`src/rtl/col_expand512.sv`:
```
// Count-to-column expander: turns a population count into a thermometer-coded column.
// Optional feature: define COL_EXPAND_ROTATE_EN to rotate each emitted column by a running offset.
module col_expand512 #(
  parameter int COL_W = 512,
  parameter int CNT_W = 10
`ifdef COL_EXPAND_ROTATE_EN
  ,
  parameter int ROT_STEP = 1
`endif
) (
  input  logic             clk,
  input  logic             rst_n,
  input  logic             in_valid,
  output logic             in_ready,
  input  logic [CNT_W-1:0] in_cnt,
  output logic             out_valid,
  input  logic             out_ready,
  output logic [COL_W-1:0] out_col,
  output logic             out_sat,
  output logic [15:0]      sat_cnt
);

  // Handshake: a transfer happens on a rising edge where valid && ready are both high.
  // A producer holds valid and its data until that edge; ready never waits on valid.

  localparam logic [CNT_W-1:0] COL_W_C = CNT_W'(COL_W);

  logic             s1_valid;
  logic [CNT_W-1:0] s1_cnt;
  logic             s1_sat;
  logic             adv1;
  logic             adv2;
  logic             in_fire;
  logic             in_over;
  logic [COL_W-1:0] therm;
  logic [COL_W-1:0] col_next;

  assign adv2     = !out_valid || out_ready;
  assign adv1     = !s1_valid || adv2;
  assign in_ready = adv1;
  assign in_fire  = in_valid && adv1;
  assign in_over  = in_cnt > COL_W_C;

  // A shift by COL_W leaves zero, so the inversion yields all ones for a full count.
  assign therm = ~({COL_W{1'b1}} << s1_cnt);

`ifdef COL_EXPAND_ROTATE_EN
  localparam int ROT_W = $clog2(COL_W);

  logic [ROT_W-1:0] rot;
  logic [ROT_W-1:0] rot_next;

  always_comb begin
    col_next = (therm << rot) | (therm >> (COL_W - int'(rot)));
    rot_next = ROT_W'((int'(rot) + ROT_STEP) % COL_W);
  end

  // Offset advances only when a real column lands in the output register.
  always_ff @(posedge clk or negedge rst_n) begin
    if (!rst_n) begin
      rot <= '0;
    end else if (adv2 && s1_valid) begin
      rot <= rot_next;
    end
  end
`else
  assign col_next = therm;
`endif

  // Stage 1: clamp register.
  always_ff @(posedge clk or negedge rst_n) begin
    if (!rst_n) begin
      s1_valid <= 1'b0;
      s1_cnt   <= '0;
      s1_sat   <= 1'b0;
    end else if (adv1) begin
      s1_valid <= in_valid;
      if (in_valid) begin
        s1_cnt <= in_over ? COL_W_C : in_cnt;
        s1_sat <= in_over;
      end
    end
  end

  always_ff @(posedge clk or negedge rst_n) begin
    if (!rst_n) begin
      sat_cnt <= '0;
    end else if (in_fire && in_over && (sat_cnt != 16'hFFFF)) begin
      sat_cnt <= sat_cnt + 16'd1;
    end
  end

  // Stage 2: output register, held while the consumer stalls.
  always_ff @(posedge clk or negedge rst_n) begin
    if (!rst_n) begin
      out_valid <= 1'b0;
      out_col   <= '0;
      out_sat   <= 1'b0;
    end else if (adv2) begin
      out_valid <= s1_valid;
      if (s1_valid) begin
        out_col <= col_next;
        out_sat <= s1_sat;
      end
    end
  end

endmodule

```
`config.mk`:
```
export PLATFORM = sky130hd
export DESIGN_NAME = col_expand512
export DESIGN_NICKNAME = d
export VERILOG_FILES = /design/src/rtl/col_expand512.sv
export SDC_FILE = /design/constraint.sdc
export NUM_CORES = 1
export LEC_CHECK = 0
export ABC_AREA = 1
export BUFFER_PORTS_ARGS = -buffer_cell sky130_fd_sc_hd__buf_4
export CAP_MARGIN = 10
export CORE_ASPECT_RATIO = 0.9
export CORE_MARGIN = 2
export CORE_UTILIZATION = 40
export DETAILED_ROUTE_END_ITERATION = 7
export GPL_ROUTABILITY_DRIVEN = 0
export PLACE_DENSITY = 0.73
export SETUP_SLACK_MARGIN = 0.3
export SYNTH_ARGS = -nofsm -noshare
export SYNTH_HDL_FRONTEND = slang
export SYNTH_SLANG_ARGS = --single-unit
export TNS_END_PERCENT = 5
```
`constraint.sdc`:
```
create_clock -name clk -period 1.6 [get_ports clk]
set_input_delay 0.08 -clock clk [delete_from_list [all_inputs] [get_ports clk]]
set_output_delay 0.08 -clock clk [all_outputs]
set_load 0.01 [all_outputs]
```
# Word level (Yosys, flattened, before mapping)
# Cells that the tools add are included.
dict set report classes {
  addsub 1
  order_cmp 1
  n_eq_ne 1
  shifts 1
  n_mux 1
  bitwise_logic 1
  n_reduce_logical 9
}
# operator count
set op_table {}
lappend op_table {{512-bit inverter} 1}
lappend op_table {{512-bit by 10-bit << shifter with 512-bit output (first input constant)} 1}
lappend op_table {{16-bit by 1-bit adder with 16-bit output (second input constant)} 1}
lappend op_table {{16-bit != test (second input constant)} 1}
lappend op_table {{10-bit > comparator (second input constant)} 1}
lappend op_table {{10-bit 2-to-1 mux} 1}
lappend op_table {{2-bit AND reduction} 2}
lappend op_table {{1-bit logical AND} 3}
lappend op_table {{1-bit logical NOT} 2}
lappend op_table {{1-bit logical OR} 2}
dict set report totals {
  register_bits 542
  inputBits 14
  word_cells 22
}

# Depth between registers and ports, before layout
# Gate-level depths: netlist (run 1).
dict set report depth {
  ltp_word 6
  mapped_depth 10
  ltp_nobuf 9
}

# Least setup slack after synthesis (run 1)
# Ideal clock, no wire load.
dict set report synth_path {
  path_kind {flip-flop to flip-flop}
  from {register sat_cnt[0]}
  to {register sat_cnt[12]}
  arrival_ps 1599
  t_required_ps 1535
  setup_slack_ps -64
  path_stages_with_launch 11
  path_buffers 1
  cell_sequence {dfrtp_1 ha_1 nand3_1 inv_1 nand2_1 nor2_1 inv_1 nand2_2 buf_4 nand2_1 nand2_1}
}
dict set report synth_via {
  elab_chain_len 2
  elab_cells_between_ends 3
}
# item line
set synth_rtl {}
lappend synth_rtl {{start, declared} 20} ;# output logic [15:0] sat_cnt
lappend synth_rtl {{start signal, assigned} 89} ;# sat_cnt <= sat_cnt + 16'd1;
lappend synth_rtl {{parallel branches: the longest is 2 deep, another holds 16-bit by 1-bit adder with 16-bit output} -}
# Several ways; the timed one is not identified.
# A chain may end at the register's enable or synchronous reset.

# Worst setup path in the final report (run 1)
dict set report layout_path {
  from {register out_valid}
  to {register out_col[454]}
}
dict set report layout_via {
  elab_chain_len 3
}
# item line
set layout_rtl {}
lappend layout_rtl {{start, declared} 16} ;# output logic out_valid,
lappend layout_rtl {{start signal, assigned} 100} ;# out_valid <= s1_valid;
lappend layout_rtl {{1-bit logical NOT} 38} ;# assign adv2 = !out_valid || out_ready;
lappend layout_rtl {{1-bit logical OR} 38}
lappend layout_rtl {{2-bit AND reduction (no line)} -}
lappend layout_rtl {{end signal, assigned} 102} ;# out_col <= col_next;
lappend layout_rtl {{end, declared} 18} ;# output logic [COL_W-1:0] out_col,
# Every way passes these cells.

==> results of run 1 <==
## flip-flops by register name, indices dropped and copies added (netlist names)
| register | count |
|---|---|
| s1_sat | 1 |
| sat_cnt | 16 |
| out_sat | 1 |
| out_valid | 1 |
| out_col | 512 |
| s1_cnt | 10 |
| s1_valid | 1 |
## report_power, final
group | switching (W) | internal (W) | leakage [nW]
combinational | 0.0119 | 0.00995 | 9.64
sequential | 0.00294 | 0.0177 | 6.56
clock | 0.00580 | 0.00788 | 0.931
total | 0.0206 | 0.0355 | 17.1
## worst min-delay path by stage
stage,startpoint,endpoint,slack (ns),cells past startpoint
2_1_floorplan,rst_n,out_col[0],-0.22,0
3_3_place_gp,rst_n,out_col[243],-0.03,1
3_5_place_dp,rst_n,out_col[243],-0.03,1
4_1_cts,out_ready,out_valid,0.006,5
5_1_grt,out_ready,out_valid,0.05,5
6_report,out_ready,out_valid,0.07,5
## layer usage
layer / share of wire, % / GRT usage, % / vias to the layer above
met4: 6.3 / 17.9 / 2
li1: - / - / 9869
met2: 45 / 53.9 / 1336
met1: 38 / 44.9 / 11355
met5: 0.011 / 0 / -
met3: 11 / 10.9 / 311
## synth_stat cells (3+ instances only)
library cell and instances:
buf_1 6, clkbuf_1 50, o31ai_1 3, clkinv_1 3, a31oi_1 14, o22a_1 14, nor2_2 8, nand4_1 7
a21oi_1 155, nor2_4 8, nand2_2 4, xor2_1 3, inv_2 13, nor2_1 249, o21ai_1 12, nand3_1 61
o211ai_1 93, nor3_1 10, xnor2_1 4, o21ai_0 213, buf_2 79, buf_4 10, inv_1 78, nand2_1 826
dfrtp_1 542
## cells by family (layout without fill, tap and decap cells)
group           Yosys count  after routing  synth area share, %
compound gates          512            512                 13.1
xor+xnor                  7              7                0.276
flops                   542            542                 61.0
fa+ha+maj                 1              1               0.0562
simple gates           1176           1176                 20.9
buf+inv                 242           1158                 4.75
## tightest hold or removal path: stages
cell and delay (ns):
buf_4 0.07, inv_1 0.18, nand2_4 0.16, buf_4 0.12, nand2_1 0.04
## stage by stage
stage | power (W) | TNS (ns) | cells | setup slack [ns]
after floorplan | 0.0274 | 0 | 2480 | 0.130
after global routing | 0.0583 | -8.54 | 4101 | -0.154
after CTS | 0.0550 | -0.371 | 4082 | -0.0655
after detailed placement | 0.0397 | -15.25 | 3919 | -0.296
final | 0.0561 | -1.96 | 4101 | -0.0935
after global placement | 0.0393 | -9.65 | 3919 | -0.298
## cell type report
type	count	area [um2]	share of cell area [%]
flip-flops and latches	542	13600	39.0
clock inverters	26	338	0.970
clock buffers	74	1570	4.51
well taps	705	882	2.53
multi-input cells	1696	9030	25.9
inverters	95	427	1.23
repair buffers	963	9000	25.8
## repair_timing
| item | in CTS | in global routing |
|---|---|---|
| gates cloned | 16 | 5 |
| hold buffers | 13 | 0 |
| hold endpoints to repair | 554 | 0 |
| pin swaps | 97 | 99 |
| setup endpoints to repair | 584 | 662 |
| buffers inserted | 34 | 14 |
| gates resized for setup | 387 | 290 |
==> flow_summary_export.csv, run 1 <==
group,metric,value,unit
critical_path,worst-setup-path-type,"register to register",
layout,drive_gt1_share,41.3,%
synth,ys_seq_area_share,61.0,%
global_routing,grt_pass1_wl,149,mm
floorplanning,die_area,57500,um2
clock_network,cts_buffers,56,
clock_network,clockBufferDepth,3,
power,p_leak,17.1,nW
run_status,violations,"setup timing",
synth,synthTopCellsByArea,"dfrtp_1 (61%), nand2_1 (14%), o21ai_0 (4.8%)",
layout,final_cell_mix,"buf_4 (769), nand2_1 (704), dfrtp_1 (528)",
critical_path,critPathRequiredTime,2.16,ns
clock_network,path_clk_slew,0.06,ns
timing,final_hold_viol_count,0,
floorplanning,rows,81,
place,dp_hpwl,74.0,mm
global_routing,grt_pass1_vias,22330,
detailed_routing,drt_iter0_drc,2133,
timing,slew-limit-headroom,43.7,%
global_routing,antenna_found_initial,1,
synth,synth_edf_count,0,
detailed_routing,first_pass_iters,5,
critical_path,reg2reg_from,"out_valid",
power,ir_worst_vdd,914,uV
floorplanning,ioPinCount,545,
clock_network,cts_root_buf,"clkbuf_16",
critical_path,r2r_slack,-0.09,ns
global_routing,globalRouteOverflowTotal,0,
critical_path,cp_slowest_cell,"dfrtp_2",
critical_path,critPathLaunch,"out_valid",
critical_path,crit_end,"out_col[454]",
synth,synth_seq_cells,542,
synth,synthFlopType,"dfrtp_1",
critical_path,startpoint_type,"register",
synth,synthesis.area,22200,um2
layout,layout_commonest_cell,"buf_4",
synth,avgSynthCellArea,8.97,um2
synth,yosysWarningCount,0,
job,max_cap_viol_count,0,
floorplanning,start_util,40.7,%
critical_path,cp_max_fo,7,
timing,setup_violations,69,
synth,async_reset_ff_share,100,%
critical_path,critPathTopFamily,"simple AND/OR/NAND/NOR gates",
synth,synth_top_area_share,61.0,%
floorplanning,die_w,253,um
clock_network,cts.sinks,542,
synth,synth_cell_types,36,
place,placed_cell_area,29800,um2
timing,fin_skew,0.0434,ns
critical_path,cp_cell_sequence,"nand2_4 -> nand2_8 -> nor2_4 -> nand2_8 -> nor2_8 -> buf_6 -> o21ai_0 -> nand2_1",
detailed_routing,vias_per_cell,5.58,
synth,synthCells,2480,
detailed_routing,drc,0,
layout,fillers,4395,
timing,finalMaxSlewViolations,0,
detailed_routing,ant_nets,0,
critical_path,cpPeakStageDelay,0.45,ns
timing,rsz0062_at_grt,"yes",
timing,fin_ws,-0.0935,ns
clock_network,htree_num_levels,2,
floorplanning,die_h,228,um
layout,utilization,63.8,%
clock_network,clock_latency,0.66,ns
power,power_density,1610,nW/um2
critical_path,crit_cells,8,
layout,nets,3369,
critical_path,worstReg2RegEnd,"out_col[454]",
hold_path,hold_class,"input port to register",
run_status,status,"complete, but fails checks",
synth,netlist.top_cell.by_area,"dfrtp_1",
clock_network,cts_tree,"done",
critical_path,cp.buffers_inverters,1,
detailed_routing,drt-total-wl,104,mm
timing,period_share,106,%
timing,fmax,590,MHz
place,io_buffers,544,
detailed_routing,vias,22873,
timing,tightest_slew,0.845,ns
layout,final_area,34800,um2
layout,antenna_cells,0,
synth,synth_nets,2495,
layout,area_growth,56.5,%
critical_path,endpoint_kind,"register",
critical_path,crit_path_frequent_cell,"nand2_8",
timing,post-route-min-period,1.69,ns
floorplanning,core-area,54600,um2
global_routing,grt_usage,35.1,%
detailed_routing,drt-wirelength-per-cell,25.5,um
critical_path,cp.arrival,2.26,ns
timing,whs,0.0721,ns
critical_path,rr_worst_depth,8,
global_routing,grt_start_max_net_pins,87,
(Power assumes the default switching activity.)
==> run 2, diff against run 1 <==
--- a/config.mk
+++ b/config.mk
@@ -14,6 +14,7 @@
 export DETAILED_ROUTE_END_ITERATION = 7
 export GPL_ROUTABILITY_DRIVEN = 0
 export PLACE_DENSITY = 0.73
+export RECOVER_POWER = 100
 export SETUP_SLACK_MARGIN = 0.3
 export SYNTH_ARGS = -nofsm -noshare
 export SYNTH_HDL_FRONTEND = slang
==> run 2 against run 1 <==
Against the previous run:
- the flow still finishes with violations (setup timing)
- global-route usage unchanged
- critical path type is now register to primary output
- clock power hardly changed
- hold slack got worse by 0.0046 ns
- setup slack got worse by 0.017 ns
- largest power group unchanged
- cell count unchanged
- via count grew 0.13%
- sequential share of layout area rose by 0.19 points
- combinational power barely moved
==> flow_summary_export.csv, run 2 (synthesis gave the netlist of run 1 again) <==
group,metric,value,unit
job,max_cap_viol_count,0,
detailed_routing,ant_nets,0,
timing,slew-limit-headroom,16.3,%
detailed_routing,drt_iter0_drc,2202,
timing,rsz0062_at_grt,"yes",
critical_path,cp.arrival,1.63,ns
layout,largest_register_ffs,512,
power,power.internal,0.0354,W
layout,reg.largest.list,"out_col: 512 flops, sat_cnt: 16 flops, s1_cnt: 10 flops",
timing,whs,0.0675,ns
timing,tightest_slew,1.25,ns
floorplanning,ioPinCount,545,
timing,fin_ws,-0.110,ns
clock_network,clock_latency,0.66,ns
layout,nets,3369,
power,power_density,1620,nW/um2
floorplanning,core-area,54600,um2
global_routing,globalRouteOverflowTotal,0,
clock_network,path_clk_slew,0.06,ns
power,power.total,0.0561,W
layout,antenna_cells,0,
floorplanning,die_area,57500,um2
timing,final_hold_viol_count,0,
place,dp_hpwl,74.0,mm
critical_path,cp_cell_sequence,"clkbuf_1 -> nand3_4 -> buf_6 -> buf_4",
critical_path,cp_max_fo,4,
critical_path,cp.buffers_inverters,3,
place,pre_cts_slack,-0.296,ns
detailed_routing,vias_per_cell,5.58,
clock_network,cts.sinks,542,
power,pwr-share-clk,24.4,%
layout,fillers,4426,
clock_network,cts_tree,"done",
power,p_comb_share,38.9,%
clock_network,cts_root_buf,"clkbuf_16",
floorplanning,rows,81,
critical_path,worst-setup-path-type,"register to primary output",
clock_network,clockBufferDepth,3,
place,io_buffers,544,
run_status,violations,"setup timing",
layout,fin_cells,4101,
clock_network,htree_num_levels,2,
power,seq_power_share,36.7,%
layout,multi_input_area,9030,um2
critical_path,critPathTopFamily,"buffers and inverters",
floorplanning,die_h,228,um
critical_path,critPathRequiredTime,1.52,ns
detailed_routing,drt-total-wl,104,mm
timing,setup_violations,68,
timing,fmax,585,MHz
layout,largest_register,"out_col",
power,p_leak,17.1,nW
layout,ff_latch_area,13600,um2
detailed_routing,vias,22903,
global_routing,antenna_found_initial,1,
hold_path,hold_class,"input port to register",
layout,area_growth,55.8,%
timing,finalMaxSlewViolations,0,
floorplanning,die_w,253,um
power,ir_worst_vdd,906,uV
global_routing,grt_pass1_vias,22330,
global_routing,grt_start_max_net_pins,87,
timing,post-route-min-period,1.71,ns
critical_path,cpPeakStageDelay,0.43,ns
layout,layout_commonest_cell,"buf_4",
layout,final_cell_mix,"buf_4 (760), nand2_1 (704), dfrtp_1 (528)",
critical_path,startpoint_type,"register",
detailed_routing,drt-wirelength-per-cell,25.5,um
power,switchingPower,0.0206,W
detailed_routing,first_pass_iters,6,
place,dp.cells,3919,
timing,period_share,107,%
layout,utilization,63.4,%
timing,fin_skew,0.0440,ns
detailed_routing,drc,0,
critical_path,endpoint_kind,"primary output",
global_routing,grt_pass1_wl,149,mm
layout,drive_gt1_share,41.0,%
run_status,status,"complete, but fails checks",
global_routing,grt_usage,35.1,%
floorplanning,start_util,40.7,%
clock_network,cts_buffers,56,
power,switching_share,36.8,%
critical_path,cp_slowest_cell,"dfrtp_2",
## run 2: cell types whose count changed in the layout (fill, tap and decap cells not counted), sizes merged
cell and delta:
dlymetal6s4s +1, buf -17, clkbuf +16
## run 2: power groups by stage
stage	clock network (W)	registers, W	logic (W)
after CTS	0.0138	0.0204	0.0208
after floorplan	0	0.0218	0.00558
after global routing	0.0143	0.0209	0.0230
after global placement	0	0.0205	0.0188
final	0.0137	0.0206	0.0218
after detailed placement	0	0.0205	0.0191
## run 2: final cells by class
cell class                 instances  area share (%)
timing repair buffer             963            25.5
sequential                       542            39.2
multi-input combinational       1696            26.1
clock inverter                    26           0.975
tap                              705            2.55
inverter                          95            1.23
clock buffer                      74            4.53
## run 2: tightest hold or removal path, delay by kind of cell
| kind | cells | cell delay (ns) |
|---|---|---|
| buffers and inverters | 3 | 0.37 |
| AND/OR/NAND/NOR | 2 | 0.20 |
## run 2: repair_timing
item | 4_1_cts | 5_1_grt
pin swaps | 97 | 99
endpoints found under the hold margin | 554 | 0
gates resized for setup | 387 | 290
setup buffers | 34 | 14
hold buffers | 13 | 0
cloned | 16 | 5
setup endpoints to repair | 584 | 662
## run 2: path summary, 6_finish.rpt
path                            cells after the start            to         start  slack, ns
worst min register to register                      2  out_col[460]  out_col[460]       0.48
worst max register to register                      8  out_col[454]     out_valid      -0.10
worst min-delay path                                5     out_valid     out_ready       0.07
worst max-delay path                                4      in_ready     out_valid      -0.11
max in group asynchronous                           4   sat_cnt[12]         rst_n       0.13
min in group asynchronous                           3  out_col[344]         rst_n       0.12
## run 2: metrics by stage
| step | setup TNS (ns) | cell area (um2) |
|---|---|---|
| after floorplan | 0 | 22400 |
| after global placement | -9.65 | 29800 |
| after detailed placement | -15.25 | 29800 |
| after CTS | -0.371 | 33800 |
| after global routing | -8.86 | 34700 |
| final | -2.32 | 34700 |
## run 2: routing by layer
layer | GRT usage, % | up-vias | part of all wire, %
met1 | 44.9 | 11335 | 37
li1 | - | 9861 | -
met5 | 0 | - | 0
met4 | 17.9 | 0 | 6.4
met2 | 53.9 | 1391 | 45
met3 | 10.9 | 316 | 11
